### config.mk
export PLATFORM = sky130hd
export DESIGN_NAME = mips_alu_scheduler
export DESIGN_NICKNAME = d
export VERILOG_FILES = /design/src/rtl/mips_alu_scheduler.sv
export SDC_FILE = /design/constraint.sdc
export NUM_CORES = 1
export LEC_CHECK = 0
export CORE_AREA = 2 2 147 149
export DETAILED_ROUTE_END_ITERATION = 10
export DIE_AREA = 0 0 149 151
export PLACE_DENSITY_LB_ADDON = 0.25
export SYNTH_ARGS = -nofsm -noshare
export SYNTH_HDL_FRONTEND = slang
export SYNTH_SLANG_ARGS = --single-unit
### constraint.sdc
create_clock -name clk -period 4.85 [get_ports clk]
set_input_delay 0.97 -clock clk [delete_from_list [all_inputs] [get_ports clk]]
set_output_delay 0.97 -clock clk [all_outputs]
set_load 0.005 [all_outputs]
### src/rtl/mips_alu_scheduler.sv
// rtl/mips_alu_scheduler.sv - two-requester round-robin front end for a shared combinational MIPS ALU
module mips_alu_scheduler #(
  parameter int CNT_W = 16
) (
  input  logic             clk,
  input  logic             rst,
  input  logic             req0_valid,
  output logic             req0_ready,
  input  logic [31:0]      req0_ins,
  input  logic [31:0]      req0_rega,
  input  logic [31:0]      req0_regb,
  input  logic             req1_valid,
  output logic             req1_ready,
  input  logic [31:0]      req1_ins,
  input  logic [31:0]      req1_rega,
  input  logic [31:0]      req1_regb,
  output logic [31:0]      alu_ins,
  output logic [31:0]      alu_rega,
  output logic [31:0]      alu_regb,
  input  logic [31:0]      alu_result,
  input  logic [2:0]       alu_flag,
  output logic             rsp_valid,
  input  logic             rsp_ready,
  output logic             rsp_id,
  output logic [31:0]      rsp_result,
  output logic [2:0]       rsp_flag,
  output logic             rsp_err,
  output logic [CNT_W-1:0] done_cnt
);

  typedef enum logic [1:0] {IDLE, EXEC, RESP} state_t;

  state_t      state;
  state_t      state_nxt;
  logic        last_grant;
  logic [31:0] ins_q;
  logic [31:0] rega_q;
  logic [31:0] regb_q;
  logic        id_q;
  logic        grant_any;
  logic        grant_id;
  logic        supported;
  logic [5:0]  opcode;
  logic [5:0]  funct;

  assign opcode = ins_q[31:26];
  assign funct  = ins_q[5:0];

  // Ready is a combinational grant; it is masked during reset so every output reads 0 then.
  always_comb begin
    state_nxt  = state;
    grant_any  = 1'b0;
    grant_id   = 1'b0;
    req0_ready = 1'b0;
    req1_ready = 1'b0;
    case (state)
      IDLE: begin
        if (!rst && (req0_valid || req1_valid)) begin
          grant_any = 1'b1;
          if (req0_valid && req1_valid) grant_id = ~last_grant;
          else                          grant_id = req1_valid;
          req0_ready = ~grant_id;
          req1_ready = grant_id;
          state_nxt  = EXEC;
        end
      end
      EXEC:    state_nxt = RESP;
      RESP:    if (rsp_ready) state_nxt = IDLE;
      default: state_nxt = IDLE;
    endcase
  end

  always_comb begin
    supported = 1'b0;
    if (opcode == 6'd0) begin
      case (funct)
        6'd0, 6'd2, 6'd3, 6'd4, 6'd6, 6'd7, 6'd42, 6'd43: supported = 1'b1;
        default: supported = (funct[5:3] == 3'b100);
      endcase
    end else begin
      case (opcode)
        6'd4, 6'd5, 6'd8, 6'd9, 6'd10, 6'd11, 6'd12, 6'd13, 6'd14, 6'd35, 6'd43: supported = 1'b1;
        default: supported = 1'b0;
      endcase
    end
  end

  assign rsp_valid = (state == RESP);
  assign alu_ins   = (state == IDLE) ? 32'd0 : ins_q;
  assign alu_rega  = (state == IDLE) ? 32'd0 : rega_q;
  assign alu_regb  = (state == IDLE) ? 32'd0 : regb_q;

  always_ff @(posedge clk or posedge rst) begin
    if (rst) begin
      state      <= IDLE;
      last_grant <= 1'b1;
      ins_q      <= 32'd0;
      rega_q     <= 32'd0;
      regb_q     <= 32'd0;
      id_q       <= 1'b0;
      rsp_id     <= 1'b0;
      rsp_result <= 32'd0;
      rsp_flag   <= 3'd0;
      rsp_err    <= 1'b0;
      done_cnt   <= '0;
    end else begin
      state <= state_nxt;
      if (grant_any) begin
        ins_q      <= grant_id ? req1_ins  : req0_ins;
        rega_q     <= grant_id ? req1_rega : req0_rega;
        regb_q     <= grant_id ? req1_regb : req0_regb;
        id_q       <= grant_id;
        last_grant <= grant_id;
      end
      if (state == EXEC) begin
        rsp_id     <= id_q;
        rsp_err    <= ~supported;
        rsp_result <= supported ? alu_result : 32'd0;
        rsp_flag   <= supported ? alu_flag : 3'd0;
      end
      if (state == RESP && rsp_ready) done_cnt <= done_cnt + 1'b1;
    end
  end

endmodule

======== Yosys cells after proc, flatten, opt, wreduce, memory -nomap -nowiden ========
Index checks and enable logic that the tools add are counted.
storage, ports and cells
  flip-flop bits (word level) ............. 153
  memories kept ........................... 0
  output and inout bits ................... 152
  latch bits .............................. 0
  bits in read-only memories .............. 0
  word-level logic and storage cells ...... 72
  bits in writable memories ............... 0
operators by class
  reductions and logical operators ........ 11
  $add $sub $neg .......................... 1
  mux-type cells .......................... 23
  divide/modulo/power cells ............... 0
  $mul .................................... 0
  bitwise gates (word level) .............. 3
  shifts and indexed selects .............. 0
  equality and inequality tests ........... 23
  magnitude comparators ................... 0
operators by type and width
  kind                                                    count
  2-to-1 mux 32 bit                                       7
  == test 6 x 4 -> 1 bit (second input constant)          7
  == test 6 x 3 -> 1 bit (second input constant)          5
  == test 6 bit (second input constant)                   4
  adder 16 x 1 -> 16 bit (second input constant)          1
  == test 6 x 2 -> 1 bit (second input constant)          2
  zero test 6 bit                                         2
  2-to-1 mux 1 bit                                        12
  OR reduction 11 bit                                     1
  OR reduction 8 bit                                      1
  one-hot mux 2 bit (3 select lines)                      1
  2-to-1 mux 2 bit                                        2
  == test 3 bit (second input constant)                   1
  logical AND 1 bit                                       3
  2-to-1 mux 3 bit                                        1
  inverter 1 bit                                          3
  == test 2 x 1 -> 1 bit (second input constant)          1
  == test 2 bit (second input constant)                   1
  zero test 2 bit                                         1
  inequality test 2 x 1 -> 1 bit (second input constant)  1
  inequality test 2 bit (second input constant)           1
  AND reduction 2 bit                                     1
  zero test 1 bit                                         1
  logical OR 1 bit                                        1

======== Depth between registers and ports, before layout ========
Gate-level depths: netlist (run 1).
  depth after elaboration ................. 7
  depth in mapped cells ................... 7
  depth with buffers taken out ............ 4

======== Least setup slack after synthesis (run 1) ========
OpenSTA, ideal clock, no wires.
  path type ............................... input to output
  start point ............................. in rst
  end point ............................... out req0_ready
  setup slack ............................. 2.164 ns
  arrival time ............................ 1.716 ns
  stages .................................. 5
  data required time ...................... 3.880 ns
  path through ............................ nor3_2 -> and3_1 -> buf_2 -> buf_6 -> buf_2
on the way
  cells in the longest elaborated chain, start to end .. 4
RTL lines
  item                       RTL line  RTL
  start: declaration         6         input logic rst,
  zero test 1 bit (no line)  n/a
  logical AND 1 bit          58        if (!rst && (req0_valid || req1_valid)) begin
  2-to-1 mux 1 bit           58
  2-to-1 mux 1 bit           56        case (state)
  end: declaration           8         output logic req0_ready,
Every way passes these cells.

======== Worst setup path after layout (run 1) ========
  start point ............................. reg state[0]
  end point ............................... out alu_rega[26]
on the way
  cells in the longest elaborated chain, start to end .. 2
RTL lines
  item                      RTL line  RTL
  start: declaration        33        state_t state;
  start signal: assignment  107       state <= state_nxt;
  zero test 2 bit           90        assign alu_rega = (state == IDLE) ? 32'd0 : rega_q;
  2-to-1 mux 32 bit         90
  end: declaration          18        output logic [31:0] alu_rega,
Every way passes these cells.

==> results.toml, run 1 <==
[pwr]
p_clk_frac = 0.225
power_frac_comb = 0.400
p_int_mw = 4.01
p_leak_nw = 5.16
switching_share = 0.308
switchingPower_mw = 1.78
power_frac_seq = 0.375
p_per_area_nw_per_um2 = 507
vdd_drop_max_uv = 259

[placement]
hpwl_um = 16600
gp_congestion = 0.758
io_buffer_count = 383

[min_path]
hp-class = "reg2reg"

[timing]
timing.fmax_mhz = 283
hold_slack_ns = 0.471
hold_viol = 0
period_needed_ns = 3.53
fin_crit_sh = 0.727
rsz0062_at_grt = "false"
setup_tns_ns = 0
setup_violations = 0
worst_pin_slew_ns = 1.14
max-slew-margin-rel = 0.243
clock_skew_ns = 0.0128
final-max-slew-violation-count = 0

[synthesis]
synth.most_common_cell = "dfrtp_1"
synth-edff-count = 0
synth_nets = 832
yosysWarnings = 0
avgSynthCellArea_sq_um = 11.4
synthTopCellsByArea = "dfrtp_1 56%, a222oi_1 14%, nor2b_1 9.1%"
postSynthCellCount = 599
ys_seq_area_frac = 0.561
yosys.cell_types.count = 32
yosysTopAreaCell = "dfrtp_1"
synthArstFlopShare = 1.00
netlist_area_sq_um = 6830
synth_common_cells = "152 x dfrtp_1, 100 x inv_1, 99 x nor2b_1, 96 x a222oi_1, 35 x a22o_1"
synth_top_cell_area_share = 0.557
synth_ff_type = "dfrtp_1"
synth.ff_latch_count = 153

[outcome]
status = "completed"

[routing]
routed_wl_um = 23900
viasPerCell = 5.05
drc = 0
drtPass1Iterations = 8
drtIter0Drc = 598
avgRoutedWirePerCell_um = 19.1
vias = 6307
antenna_left = 0

[global_routing]
grt_pass1_wl_um = 35700
grt_antenna_before_repair = 0
grt_overflow = 0
grtUsageTotal = 0.206
grt_pass1_vias = 6332
grt_max_degree = 100

[clocking]
post_cts_buffers = 0
cts_resized = 0
path_clk_slew_ns = 0.06
root_buffer = "clkbuf_16"
postCtsHoldBufs = 0
htreeDepth = 4
insertion_delay_ns = 0.42
cts_tree = "done"
cts_inserted_buffers = 17
cts.path.max_buffers = 2
clock-sinks = 153

[cells_and_area]
num-nets-final = 1194
syn2layout_area_growth_pct = 67.3
final_util = 0.549
final_layout_size_suffix_gt1_frac = 0.0524
antennaDiodeCount = 0

[floorplan]
initial_core_util = 0.328
rows = 53
die-area_sq_um = 22500
die_w_um = 149
die_y_um = 151
core_area_sq_um = 20800
pin_count = 384

[worst_setup_path]
worst-path-buf-inv = 2
crit_chain = "nor2_4 -> buf_4 -> nor2b_1 -> clkdlybuf4s50_1"
critPathLaunchType = "flip-flop"
max_stage_delay_ns = 0.56
crit_required_ns = 3.88
criticalPathCategory = "reg2out"
cp-end-kind = "output port"
crit_arrival_ns = 2.56
slowest_stage = "nor2_4"
crit_family = "buffers and inverters"
cp_max_fo = 36

[run]
maxCapViolCount = 0
registers in the layout, summed over array words and instances, names as in the netlist:
signal,cells
done_cnt,16
id_q,1
ins_q,32
last_grant,1
rega_q,32
regb_q,32
rsp_err,1
rsp_flag,3
rsp_id,1
rsp_result,32
state,2
worst register-to-register path, cell delays in order (launching register included):
cell	delay (ns)
dfrtp_1	0.46
nor3_2	0.35
and3_4	0.29
buf_4	0.46
buf_4	0.65
a222oi_1	0.20
inv_1	0.13
cells in the final DEF (no fill, tap or decap), types with 3 or more instances in the layout:
master and n:
clkbuf_16 17, buf_4 10, xnor2_1 13, a222oi_1 96, clkinvlp_4 4, clkdlybuf4s50_1 383, nand3_1 6, dfrtp_1 152
nor2b_1 99, a22o_1 35, inv_6 3, nand2_1 8, and3_1 3, nand2b_1 3, nand4_1 5, inv_1 99
final cells by class:
cell class / instances / area (sq um)
inverter: 100 / 379
tap: 275 / 344
clock buffer: 21 / 460
fill: 1891 / 9400
sequential: 153 / 3830
multi-input combinational: 295 / 2370
timing repair buffer: 394 / 3930
clock inverter: 11 / 113
cells by family (layout without fill, tap and decap cells):
kind of cell | after synthesis | after routing | synth area share
adders and majority gates | 1 | 1 | 0.00183
buffers and inverters | 151 | 526 | 0.0960
muxes | 2 | 2 | 0.00330
xor gates and xnor gates | 15 | 15 | 0.0192
and+or+nand+nor | 137 | 137 | 0.123
DFF | 153 | 153 | 0.561
AOI/OAI and AO/OA | 140 | 140 | 0.196
path summary, 6_finish.rpt:
check / start / to / slack, ns / cells after the start
worst max-delay path: state[0] / alu_rega[26] / 1.32 / 4
worst min-delay path: id_q / id_q / 0.47 / 1
worst max register to register: state[0] / regb_q[7] / 2.24 / 6
worst min register to register: id_q / id_q / 0.47 / 1
max in group asynchronous: rst / done_cnt[2] / 2.74 / 3
min in group asynchronous: rst / rsp_result[23] / 1.14 / 2
per-layer routing:
| layer | wire, um | share of wire | GRT usage |
|---|---|---|---|
| met5 | 0 | 0 | 0 |
| met4 | 538 | 0.022 | 0.0695 |
| met3 | 1820 | 0.076 | 0.0554 |
| met2 | 12300 | 0.51 | 0.362 |
| met1 | 9280 | 0.39 | 0.245 |
power groups by stage:
stage / registers [mW] / logic, mW / clock network (mW)
2_1_floorplan: 2.11 / 1.07 / 0
3_3_place_gp: 2.18 / 2.32 / 0
3_5_place_dp: 2.18 / 2.35 / 0
4_1_cts: 2.17 / 2.36 / 1.34
5_1_grt: 2.25 / 2.53 / 1.40
6_report: 2.17 / 2.32 / 1.30
through the flow:
step | cells | instance area (sq um) | total power [mW] | setup slack, ns
after floorplan | 599 | 6830 | 3.17 | 1.95
after global placement | 1217 | 10900 | 4.49 | 1.34
after detailed placement | 1217 | 10900 | 4.53 | 1.31
after CTS | 1249 | 11400 | 5.87 | 1.22
after global routing | 1249 | 11400 | 6.18 | 1.13
final | 1249 | 11400 | 5.79 | 1.32
Note: power is estimated with default switching activity, not from simulation.
==> run 2: changes to the inputs <==
Clock period 4.85 ns to 3.2 ns, I/O delays scaled along.
==> run 2 against run 1 <==
Sequential share of layout area fell by 0.25 points. Via count grew 0.35%. Clock power is 58% higher. Register-to-register slack got worse by 1.0 ns. Critical endpoint is now req0_ready. Sequential power is 52% higher. Non-clock buffer count increased by 1. Count of clock-buffer cells in the layout down 4. Core utilization rose by 0.41 points. Highest routed layer unchanged. Worst setup slack worse by 0.99 ns.
==> results.toml, run 2 (same netlist as run 1, synthesis figures left out) <==
[routing]
drtIter0Drc = 540
drc = 0
vias = 6329
antenna_left = 0
avgRoutedWirePerCell_um = 18.9
viasPerCell = 5.06
routed_wl_um = 23700
drtPass1Iterations = 9

[global_routing]
grt_max_degree = 99
grt_pass1_wl_um = 35600
grt_pass1_vias = 6246
grtUsageTotal = 0.205
grt_antenna_before_repair = 0
grt_overflow = 0

[pwr]
p_per_area_nw_per_um2 = 772
fin_total_pwr_mw = 8.89
vdd_drop_max_uv = 394
p_leak_nw = 5.21

[worst_setup_path]
slowest_stage = "clkdlybuf4s50_1"
cp-end-kind = "output port"
ff2ff_path_depth = 5
crit_required_ns = 2.56
r2r_setup_slack_ns = 1.23
max_stage_delay_ns = 0.52
crit_arrival_ns = 2.22
cpMostUsedCell = "clkdlybuf4s50_1"
crit_chain = "clkdlybuf4s50_1 -> nor3_2 -> and3_4 -> clkdlybuf4s50_1"
cp_max_fo = 3
r2r-end = "rsp_result[10]"
rr_startpoint = "ins_q[2]"
crit_family = "buffers and inverters"
worst-path-buf-inv = 2
criticalPathCategory = "in2out"
critPathLaunchType = "input pin"

[floorplan]
initial_core_util = 0.328
rows = 53
die_w_um = 149
die_y_um = 151
die-area_sq_um = 22500
core_area_sq_um = 20800
pin_count = 384

[clocking]
insertion_delay_ns = 0.42
postCtsHoldBufs = 0
cts.path.max_buffers = 2
clock-sinks = 153
cts_inserted_buffers = 17
htreeDepth = 4
cts_tree = "done"
root_buffer = "clkbuf_16"
cts_resized = 0
post_cts_buffers = 0
path_clk_slew_ns = 0.06

[outcome]
status = "completed"

[timing]
worst_pin_slew_ns = 0.545
timing.fmax_mhz = 349
setup_tns_ns = 0
rsz0062_at_grt = "false"
clock_skew_ns = 0.00815
hold_slack_ns = 0.474
hold_viol = 0
final-max-slew-violation-count = 0
setup_violations = 0
max-slew-margin-rel = 0.627
period_needed_ns = 2.86
fin_crit_sh = 0.895

[cells_and_area]
final_layout_size_suffix_gt1_frac = 0.0554
num-nets-final = 1195
final_cell_area_sq_um = 11500
multi_input_area_sq_um = 2370
regArea_sq_um = 3830
syn2layout_area_growth_pct = 68.5
fill_cells = 1827
final_cell_mix = "383 x clkdlybuf4s50_1, 152 x dfrtp_1, 99 x inv_1, 99 x nor2b_1, 96 x a222oi_1"
antennaDiodeCount = 0
final_common_cell = "clkdlybuf4s50_1"

[run]
maxCapViolCount = 0

[placement]
gp_congestion = 0.766
placed_cell_area_sq_um = 10900
hpwl_um = 16500
io_buffer_count = 383

[min_path]
min_to = "id_q"
min_from = "id_q"
hp-class = "reg2reg"
whs_path_depth = 1
## run 2: cell count changes in the layout (fill, tap and decap cells not counted), moves of 2 or more
cell        before  now
buf_12           1    6
buf_4           10    6
clkinv_2         1    4
clkinvlp_4       4    1
inv_6            3    6
clkbuf_1         2    0
clkbuf_8         2    0
## run 2: how the worst max path moves through the flow
stage / from / end / slack, ns / depth (start not counted)
after floorplan: rst / done_cnt[0] / 0.63 / 1
after global placement: rst / req0_ready / 0.33 / 4
after detailed placement: rst / req0_ready / 0.31 / 4
after CTS: rst / req0_ready / 0.31 / 4
after global routing: rst / req0_ready / 0.28 / 4
final: rst / req0_ready / 0.34 / 4
## run 2: layout make-up
cell class / count / share of cell area
Clock buffer: 17 / 0.0370
Sequential cell: 153 / 0.333
Tap cell: 275 / 0.0299
Inverter: 100 / 0.0329
Multi-Input combinational cell: 295 / 0.206
Timing Repair Buffer: 395 / 0.347
Clock inverter: 15 / 0.0142
## run 2: per-stage QoR
step | utilization | setup slack [ns] | cells
after floorplan | - | 0.630 | 599
after global placement | 0.525 | 0.328 | 1218
after detailed placement | 0.525 | 0.305 | 1218
after CTS | 0.553 | 0.306 | 1250
after global routing | 0.553 | 0.278 | 1250
final | 0.553 | 0.336 | 1250
## run 2: power by group
| group | total, mW | internal, mW | switching (mW) |
|---|---|---|---|
| Clock | 2.05 | 1.17 | 0.878 |
| Combinational | 3.55 | 2.20 | 1.35 |
| Sequential | 3.29 | 2.77 | 0.515 |
| Total | 8.89 | 6.15 | 2.74 |
## run 2: per-layer routing
metal | vias up | track usage | routed length, um | part of all wire
li1 | 2919 | - | - | -
met5 | - | 0 | 0 | 0
met4 | 0 | 0.0814 | 628 | 0.027
met2 | 298 | 0.350 | 11800 | 0.50
met3 | 35 | 0.0569 | 2150 | 0.091
met1 | 3077 | 0.244 | 9060 | 0.38
==> run 3: changes to the inputs <==
Settings changed: TNS_END_PERCENT set to 20.
==> results of run 3 <==
The final DEF is identical to that of run 2; final timing and power are the same.
